## src/rtl/mm_pkg.sv

```systemverilog
// Shared types and constants for the matrix-multiplier tile sequencer and its APB front end.
// Latency: none (types and constants only).
// Backpressure: none.
package mm_pkg;

  // Default widths for blocks that pass whole tile commands as one bus.
  localparam int MM_ADDR_W = 16;
  localparam int MM_DIM_W  = 16;

  // APB register map shared by the register block and the sequencer.
  localparam int REG_A_BASE = 0;
  localparam int REG_B_BASE = 1;
  localparam int REG_C_BASE = 2;
  localparam int REG_M      = 3;
  localparam int REG_N      = 4;
  localparam int REG_P      = 5;
  localparam int REG_CTRL   = 6;  // a write here produces the start pulse

  typedef enum logic [1:0] {
    IDLE  = 2'd0,
    ISSUE = 2'd1,
    WAIT  = 2'd2,
    FIN   = 2'd3
  } tile_seq_state_t;

  typedef struct packed {
    logic [MM_ADDR_W-1:0] a_addr;
    logic [MM_ADDR_W-1:0] b_addr;
    logic [MM_ADDR_W-1:0] c_addr;
    logic [MM_DIM_W-1:0]  rows;
    logic [MM_DIM_W-1:0]  cols;
    logic [MM_DIM_W-1:0]  k;
    logic                 last;
  } tile_cmd_t;

endpackage

```

## src/rtl/mm_axis_counter.sv

```systemverilog
// Step/limit counter for one tile axis: holds the current offset, flags the final step, clips the extent.
// Latency: offset updates on the clock after clr/step; next-value outputs are combinational so the owner can register them.
// Backpressure: none; advances only when the owner asserts step.
module mm_axis_counter #(
  parameter int STEP  = 16,
  parameter int DIM_W = 16
) (
  input  logic             clk,
  input  logic             reset_n,
  input  logic             clr,
  input  logic             step,
  input  logic [DIM_W-1:0] limit,
  output logic             wrap,
  output logic [DIM_W-1:0] nxt_offset,
  output logic [DIM_W-1:0] nxt_extent,
  output logic             nxt_wrap
);

  // One bit wider than the dimensions so offset+STEP can never overflow.
  localparam logic [DIM_W:0] STEP_X = (DIM_W+1)'(STEP);

  logic [DIM_W-1:0] offset_q, offset_d;
  logic [DIM_W-1:0] remain;

  // Next offset: clear to zero, or step (returning to zero after the final step).
  always_comb begin
    offset_d = offset_q;
    if (clr) begin
      offset_d = '0;
    end else if (step) begin
      offset_d = wrap ? '0 : offset_q + STEP_X[DIM_W-1:0];
    end
  end

  // Final-step flags and clipped extent of the offset about to be loaded.
  always_comb begin
    wrap       = ({1'b0, offset_q} + STEP_X) >= {1'b0, limit};
    nxt_wrap   = ({1'b0, offset_d} + STEP_X) >= {1'b0, limit};
    remain     = limit - offset_d;
    nxt_extent = ({1'b0, remain} > STEP_X) ? STEP_X[DIM_W-1:0] : remain;
    nxt_offset = offset_d;
  end

  // Offset register.
  always_ff @(posedge clk or negedge reset_n) begin
    if (!reset_n) offset_q <= '0;
    else          offset_q <= offset_d;
  end

endmodule

```

## src/rtl/mm_tile_sequencer.sv

```systemverilog
// Walks C = A*B in array-sized tiles and issues one registered command per tile, then pulses done.
// Latency: start->first cmd 1 cycle; tile_done->next cmd 1 cycle; last tile_done->done 1 cycle.
// Backpressure: command held stable until cmd_ready; next tile waits for tile_done.
module mm_tile_sequencer #(
  parameter int ARRAY_WIDTH  = 16,
  parameter int ARRAY_HEIGHT = 16,
  parameter int ADDR_W       = 16,
  parameter int DIM_W        = 16
) (
  input  logic              clk,
  input  logic              reset_n,
  input  logic              start,
  input  logic [ADDR_W-1:0] a_base,
  input  logic [ADDR_W-1:0] b_base,
  input  logic [ADDR_W-1:0] c_base,
  input  logic [DIM_W-1:0]  m,
  input  logic [DIM_W-1:0]  n,
  input  logic [DIM_W-1:0]  p,
  output logic              busy,
  output logic              done,
  output logic              cmd_valid,
  input  logic              cmd_ready,
  output logic [ADDR_W-1:0] cmd_a_addr,
  output logic [ADDR_W-1:0] cmd_b_addr,
  output logic [ADDR_W-1:0] cmd_c_addr,
  output logic [DIM_W-1:0]  cmd_rows,
  output logic [DIM_W-1:0]  cmd_cols,
  output logic [DIM_W-1:0]  cmd_k,
  output logic              cmd_last,
  input  logic              tile_done
);
  import mm_pkg::*;

  tile_seq_state_t state_q, state_d;
  logic              busy_q, busy_d, done_q, done_d, cmd_vld_q, cmd_vld_d;
  logic [ADDR_W-1:0] cmd_a_q, cmd_a_d, cmd_b_q, cmd_b_d, cmd_c_q, cmd_c_d;
  logic [DIM_W-1:0]  cmd_rows_q, cmd_rows_d, cmd_cols_q, cmd_cols_d, cmd_k_q, cmd_k_d;
  logic              cmd_last_q, cmd_last_d;
  logic [ADDR_W-1:0] b_base_q, b_base_d, a_row_q, a_row_d, c_row_q, c_row_d;
  logic [ADDR_W-1:0] a_step_q, a_step_d, c_step_q, c_step_d;
  logic [DIM_W-1:0]  m_q, m_d, p_q, p_d;

  logic              cnt_clr, col_step, row_step;
  logic              col_wrap, col_nxt_wrap, row_wrap, row_nxt_wrap;
  logic [DIM_W-1:0]  col_nxt_off, col_nxt_ext, row_nxt_ext, unused_row_nxt_off;

  mm_axis_counter #(.STEP(ARRAY_HEIGHT), .DIM_W(DIM_W)) u_rows (
    .clk(clk), .reset_n(reset_n), .clr(cnt_clr), .step(row_step), .limit(m_d),
    .wrap(row_wrap), .nxt_offset(unused_row_nxt_off), .nxt_extent(row_nxt_ext), .nxt_wrap(row_nxt_wrap)
  );

  mm_axis_counter #(.STEP(ARRAY_WIDTH), .DIM_W(DIM_W)) u_cols (
    .clk(clk), .reset_n(reset_n), .clr(cnt_clr), .step(col_step), .limit(p_d),
    .wrap(col_wrap), .nxt_offset(col_nxt_off), .nxt_extent(col_nxt_ext), .nxt_wrap(col_nxt_wrap)
  );

  // Sequencing: latch config on start, hand off per tile, advance row bases on column wrap.
  always_comb begin
    state_d  = state_q;
    b_base_d = b_base_q;
    m_d      = m_q;
    p_d      = p_q;
    cmd_k_d  = cmd_k_q;
    a_row_d  = a_row_q;
    c_row_d  = c_row_q;
    a_step_d = a_step_q;
    c_step_d = c_step_q;
    cnt_clr  = 1'b0;
    col_step = 1'b0;
    row_step = 1'b0;
    case (state_q)
      IDLE: begin
        if (start) begin
          b_base_d = b_base;
          m_d      = m;
          p_d      = p;
          cmd_k_d  = n;
          a_row_d  = a_base;
          c_row_d  = c_base;
          // Row strides are fixed for the run, so compute them once here.
          a_step_d = ADDR_W'(ARRAY_HEIGHT * n);
          c_step_d = ADDR_W'(ARRAY_HEIGHT * p);
          cnt_clr  = 1'b1;
          state_d  = (m == '0 || n == '0 || p == '0) ? FIN : ISSUE;
        end
      end
      ISSUE: begin
        if (cmd_ready) state_d = WAIT;
      end
      WAIT: begin
        if (tile_done) begin
          if (row_wrap && col_wrap) begin
            state_d = FIN;
          end else begin
            col_step = 1'b1;
            if (col_wrap) begin
              row_step = 1'b1;
              a_row_d  = a_row_q + a_step_q;
              c_row_d  = c_row_q + c_step_q;
            end
            state_d = ISSUE;
          end
        end
      end
      FIN:     state_d = IDLE;
      default: state_d = IDLE;
    endcase
  end

  // Output registers: a new command is captured only when ISSUE is entered, so it holds while stalled.
  always_comb begin
    cmd_a_d    = cmd_a_q;
    cmd_b_d    = cmd_b_q;
    cmd_c_d    = cmd_c_q;
    cmd_rows_d = cmd_rows_q;
    cmd_cols_d = cmd_cols_q;
    cmd_last_d = cmd_last_q;
    cmd_vld_d  = (state_d == ISSUE);
    done_d     = (state_d == FIN);
    // busy stays up through the idle cycle that follows done.
    busy_d     = (state_q == IDLE) ? start : 1'b1;
    if (state_d == ISSUE && state_q != ISSUE) begin
      cmd_a_d    = a_row_d;
      cmd_b_d    = b_base_d + ADDR_W'(col_nxt_off);
      cmd_c_d    = c_row_d + ADDR_W'(col_nxt_off);
      cmd_rows_d = row_nxt_ext;
      cmd_cols_d = col_nxt_ext;
      cmd_last_d = row_nxt_wrap && col_nxt_wrap;
    end
  end

  // State, configuration and command registers.
  always_ff @(posedge clk or negedge reset_n) begin
    if (!reset_n) begin
      state_q    <= IDLE;
      busy_q     <= 1'b0;
      done_q     <= 1'b0;
      cmd_vld_q  <= 1'b0;
      cmd_a_q    <= '0;
      cmd_b_q    <= '0;
      cmd_c_q    <= '0;
      cmd_rows_q <= '0;
      cmd_cols_q <= '0;
      cmd_k_q    <= '0;
      cmd_last_q <= 1'b0;
      b_base_q   <= '0;
      a_row_q    <= '0;
      c_row_q    <= '0;
      a_step_q   <= '0;
      c_step_q   <= '0;
      m_q        <= '0;
      p_q        <= '0;
    end else begin
      state_q    <= state_d;
      busy_q     <= busy_d;
      done_q     <= done_d;
      cmd_vld_q  <= cmd_vld_d;
      cmd_a_q    <= cmd_a_d;
      cmd_b_q    <= cmd_b_d;
      cmd_c_q    <= cmd_c_d;
      cmd_rows_q <= cmd_rows_d;
      cmd_cols_q <= cmd_cols_d;
      cmd_k_q    <= cmd_k_d;
      cmd_last_q <= cmd_last_d;
      b_base_q   <= b_base_d;
      a_row_q    <= a_row_d;
      c_row_q    <= c_row_d;
      a_step_q   <= a_step_d;
      c_step_q   <= c_step_d;
      m_q        <= m_d;
      p_q        <= p_d;
    end
  end

  assign busy       = busy_q;
  assign done       = done_q;
  assign cmd_valid  = cmd_vld_q;
  assign cmd_a_addr = cmd_a_q;
  assign cmd_b_addr = cmd_b_q;
  assign cmd_c_addr = cmd_c_q;
  assign cmd_rows   = cmd_rows_q;
  assign cmd_cols   = cmd_cols_q;
  assign cmd_k      = cmd_k_q;
  assign cmd_last   = cmd_last_q;

endmodule
```

## config.mk

```make
export PLATFORM = sky130hd
export DESIGN_NAME = mm_tile_sequencer
export DESIGN_NICKNAME = d
export VERILOG_FILES = /design/src/rtl/mm_pkg.sv /design/src/rtl/mm_axis_counter.sv /design/src/rtl/mm_tile_sequencer.sv
export SDC_FILE = /design/constraint.sdc
export NUM_CORES = 1
export LEC_CHECK = 0
export ABC_AREA = 1
export BUFFER_PORTS_ARGS = -buffer_cell sky130_fd_sc_hd__buf_2
export CAP_MARGIN = 20
export CORE_MARGIN = 10
export CORE_UTILIZATION = 50
export DETAILED_ROUTE_END_ITERATION = 12
export GPL_ROUTABILITY_DRIVEN = 1
export PLACE_DENSITY = 0.71
export SKIP_CTS_REPAIR_TIMING = 1
export SLEW_MARGIN = 20
export SYNTH_ARGS = -nofsm -noshare
export SYNTH_HDL_FRONTEND = slang
export SYNTH_SLANG_ARGS = --single-unit
```

## constraint.sdc

```tcl
create_clock -name clk -period 7.69 [get_ports clk]
set_input_delay 0 -clock clk [delete_from_list [all_inputs] [get_ports clk]]
set_output_delay 0 -clock clk [all_outputs]
set_load 0.01 [all_outputs]
```

==> summary.txt <==
Vias in the first global route: 13570
Area share of fa/ha/maj cells after synthesis: 13.02%
Crit Path Max Fanout: 57
Worst slew pin tran: 0.9333 ns
Mux cell area share after synthesis: 0%
Clk_skew: 0.01168 ns
Largest area contributor in the netlist: dfrtp_1
Most common cell in the synthesized netlist: nand2_1
Layout cells sized above 1: 16.26%
Largest net degree at the start of global routing: 101
Synthesis Warnings: 0
WS Path Type: flip-flop to flip-flop
Maximum clock frequency: 162.3 MHz
Congestion Overflow GR: 0
Area Growth Syn to Fin: 22.29%
Clk_lat worst skew: 0.53 ns
Avg Cell Area, Syn: 7.924 um2
Setup-failing EPs final: 0
Initial antenna violation count: 2
Residual DRC: 0
DR iter-0 viols: 1084
Port bufs: 200
Routed wire length per instance: 17.37 um
Hpwl dp: 34240 um
Overall power: 7.381 mW
Num rows: 63
Global-route wire length before repair: 72240 um
Overall routing resource usage: 22.91%
Min cycle time layout: 6.163 ns
Setup TNS: 0 ns
Register area share after synthesis: 37.09%
Hold Fails Final Rpt: 0
Worst slew margin: 37.78%
RSZ-0062 raised after global routing: no
Largest family of logic cells by synthesized area: simple AND/OR/NAND/NOR gates
DRT Pass-1 Iters: 5
Via density: 5.318
Ports: 201
# Max-Cap Violations: 0
Slowest cell delay on critical path: 0.40 ns
Clock Tree Buf Depth: 3
Clk sinks: 226
Final Cell Area: 0.01864 mm2
Worst hold path class: input port to async pin
Fin crit share: 80.14%
Final ANT Viol Nets: 0
CP top delay family: simple AND/OR/NAND/NOR gates
Gate Count Post-Synth: 1924
Routed vias: 13980
Worst path required time: 8.11 ns
IR Drop Worst-Case VDD: 225.5 uV
Post-Syn Area: 0.01525 mm2
Number of buffers created by CTS: 26
Placeable core area: 0.02987 mm2
FF+latch count, synth: 226
Die X: 194.6 um
Commonest cells in the netlist: nand2_1, inv_1, dfrtp_1, ha_1, a21oi_1
Clk root buf: clkbuf_16
Placed instance area: 0.01671 mm2
Most common flop cell mapped by yosys: dfrtp_1
Starting density of the core: 51.03%
Element type at the critical path end: flip-flop
Reg clk slew, reported paths: 0.06 ns
Largest cells by area after synthesis: dfrtp_1, ha_1, nand2_1, inv_1, a21oi_1
Static leakage: 10.10 nW
Worst path buffer plus inverter count: 7
Die Ht: 194.6 um
Placer Congestion: 0.9489
Die Area: 0.03788 mm2
Power Density: 395.9 mW/mm2
Post-synthesis compound-gate area fraction: 13.57%
Top cell type's share of synthesized area: 37.09%
Outcome: finished, final reports clean
Crit path arrival time: 6.58 ns
TritonCTS clock tree: done
Post-synth cell types: 55
Final #Nets: 2476
Ys async rst share: 100.0%
Startpoint types: flip-flop
EDFF count, synth: 0
Post-detailed-routing wire length: 45670 um
Worst path slowest cell: fa_1
H-Tree Depth: 1
Post-synthesis xor/xnor area fraction: 5.113%
Fill count: 2624
Slew Limit Fails: 0
Crit-path most repeated cell: nand2_1
Simple-Gate Fraction of Synth Area: 23.30%
Post-Synthesis Net Count: 2180
==> final timing paths <==
path | start | end | slack [ns] | cells after the start
max | state_q[1] | cmd_cols[4] | 1.53 | 35
min | reset_n | b_base_q[2] | 0.07 | 2
max reg2reg | state_q[1] | cmd_cols[4] | 1.53 | 35
min reg2reg | cmd_rows[10] | cmd_rows[10] | 0.46 | 2
max in group asynchronous | reset_n | cmd_k[12] | 6.18 | 3
min in group clk | c_base[15] | c_row_q[15] | 0.07 | 5
==> final cells by class <==
type	count	area [um2]	share of cell area (%)
tap	390	488.0	2.617
clock inverter	9	147.6	0.7919
clock buffer	37	783.3	4.201
antenna	1	2.502	0.01342
inverter	262	985.9	5.288
multi-input combinational	1383	8399	45.05
sequential	226	5655	30.33
timing repair buffer	321	2182	11.70
==> layer usage <==
| layer | GRT usage [%] | share of wire, % | wire, um | vias to the layer above |
|---|---|---|---|---|
| met4 | 4.742 | 1.7 | 765 | 2 |
| met1 | 31.70 | 46 | 20940 | 6614 |
| met3 | 3.562 | 5.9 | 2714 | 55 |
| met5 | 0 | 0.096 | 44 | - |
| met2 | 37.03 | 46 | 21210 | 413 |
| li1 | - | - | - | 6898 |
==> power breakdown <==
group	internal (mW)	switching, mW
Combinational	1.53	2.63
Clock	0.837	0.498
Sequential	1.62	0.272
Total	3.98	3.40
==> cell usage in the layout, fill, tap and decap left out, types with 67 or more instances in the layout <==
cell type	instances
buf_2	199
dfrtp_1	226
nand3_1	67
a21oi_1	119
o21ai_0	117
nor2_1	112
inv_1	248
nand2_1	474
ha_1	149
dlygate4sd3_1	100
==> sequential cells by signal (all words and copies together) (netlist names), 2 cells and up <==
name / cells
u_rows.offset_q: 16
b_base_q: 16
p_q: 16
cmd_a_addr: 16
cmd_b_addr: 16
state_q: 2
m_q: 16
u_cols.offset_q: 16
c_row_q: 16
cmd_cols: 16
a_row_q: 16
c_step_q: 12
cmd_c_addr: 16
cmd_rows: 16
cmd_k: 16
==> logic make-up (layout without fill, tap and decap cells) <==
kind of cell / Yosys count / count (layout)
other: 0 / 1
buffers and inverters: 315 / 629
and+or+nand+nor: 788 / 788
adders and majority gates: 155 / 155
xor gates and xnor gates: 89 / 89
DFF: 226 / 226
AOI/OAI and AO/OA: 351 / 351
==> metrics by stage <==
| stage | setup slack [ns] | util, % | hold slack, ns | cells |
|---|---|---|---|---|
| after floorplan | 1.778 | - | -0.2956 | 1924 |
| after global placement | 1.636 | 55.93 | 0.07839 | 2482 |
| after detailed placement | 1.583 | 55.93 | 0.08230 | 2482 |
| after CTS | 1.520 | 59.05 | -0.4747 | 2528 |
| after global routing | 0.8736 | 62.41 | 0.08938 | 2629 |
| final | 1.527 | 62.41 | 0.06511 | 2629 |
Note: power is estimated with default switching activity, not from simulation.
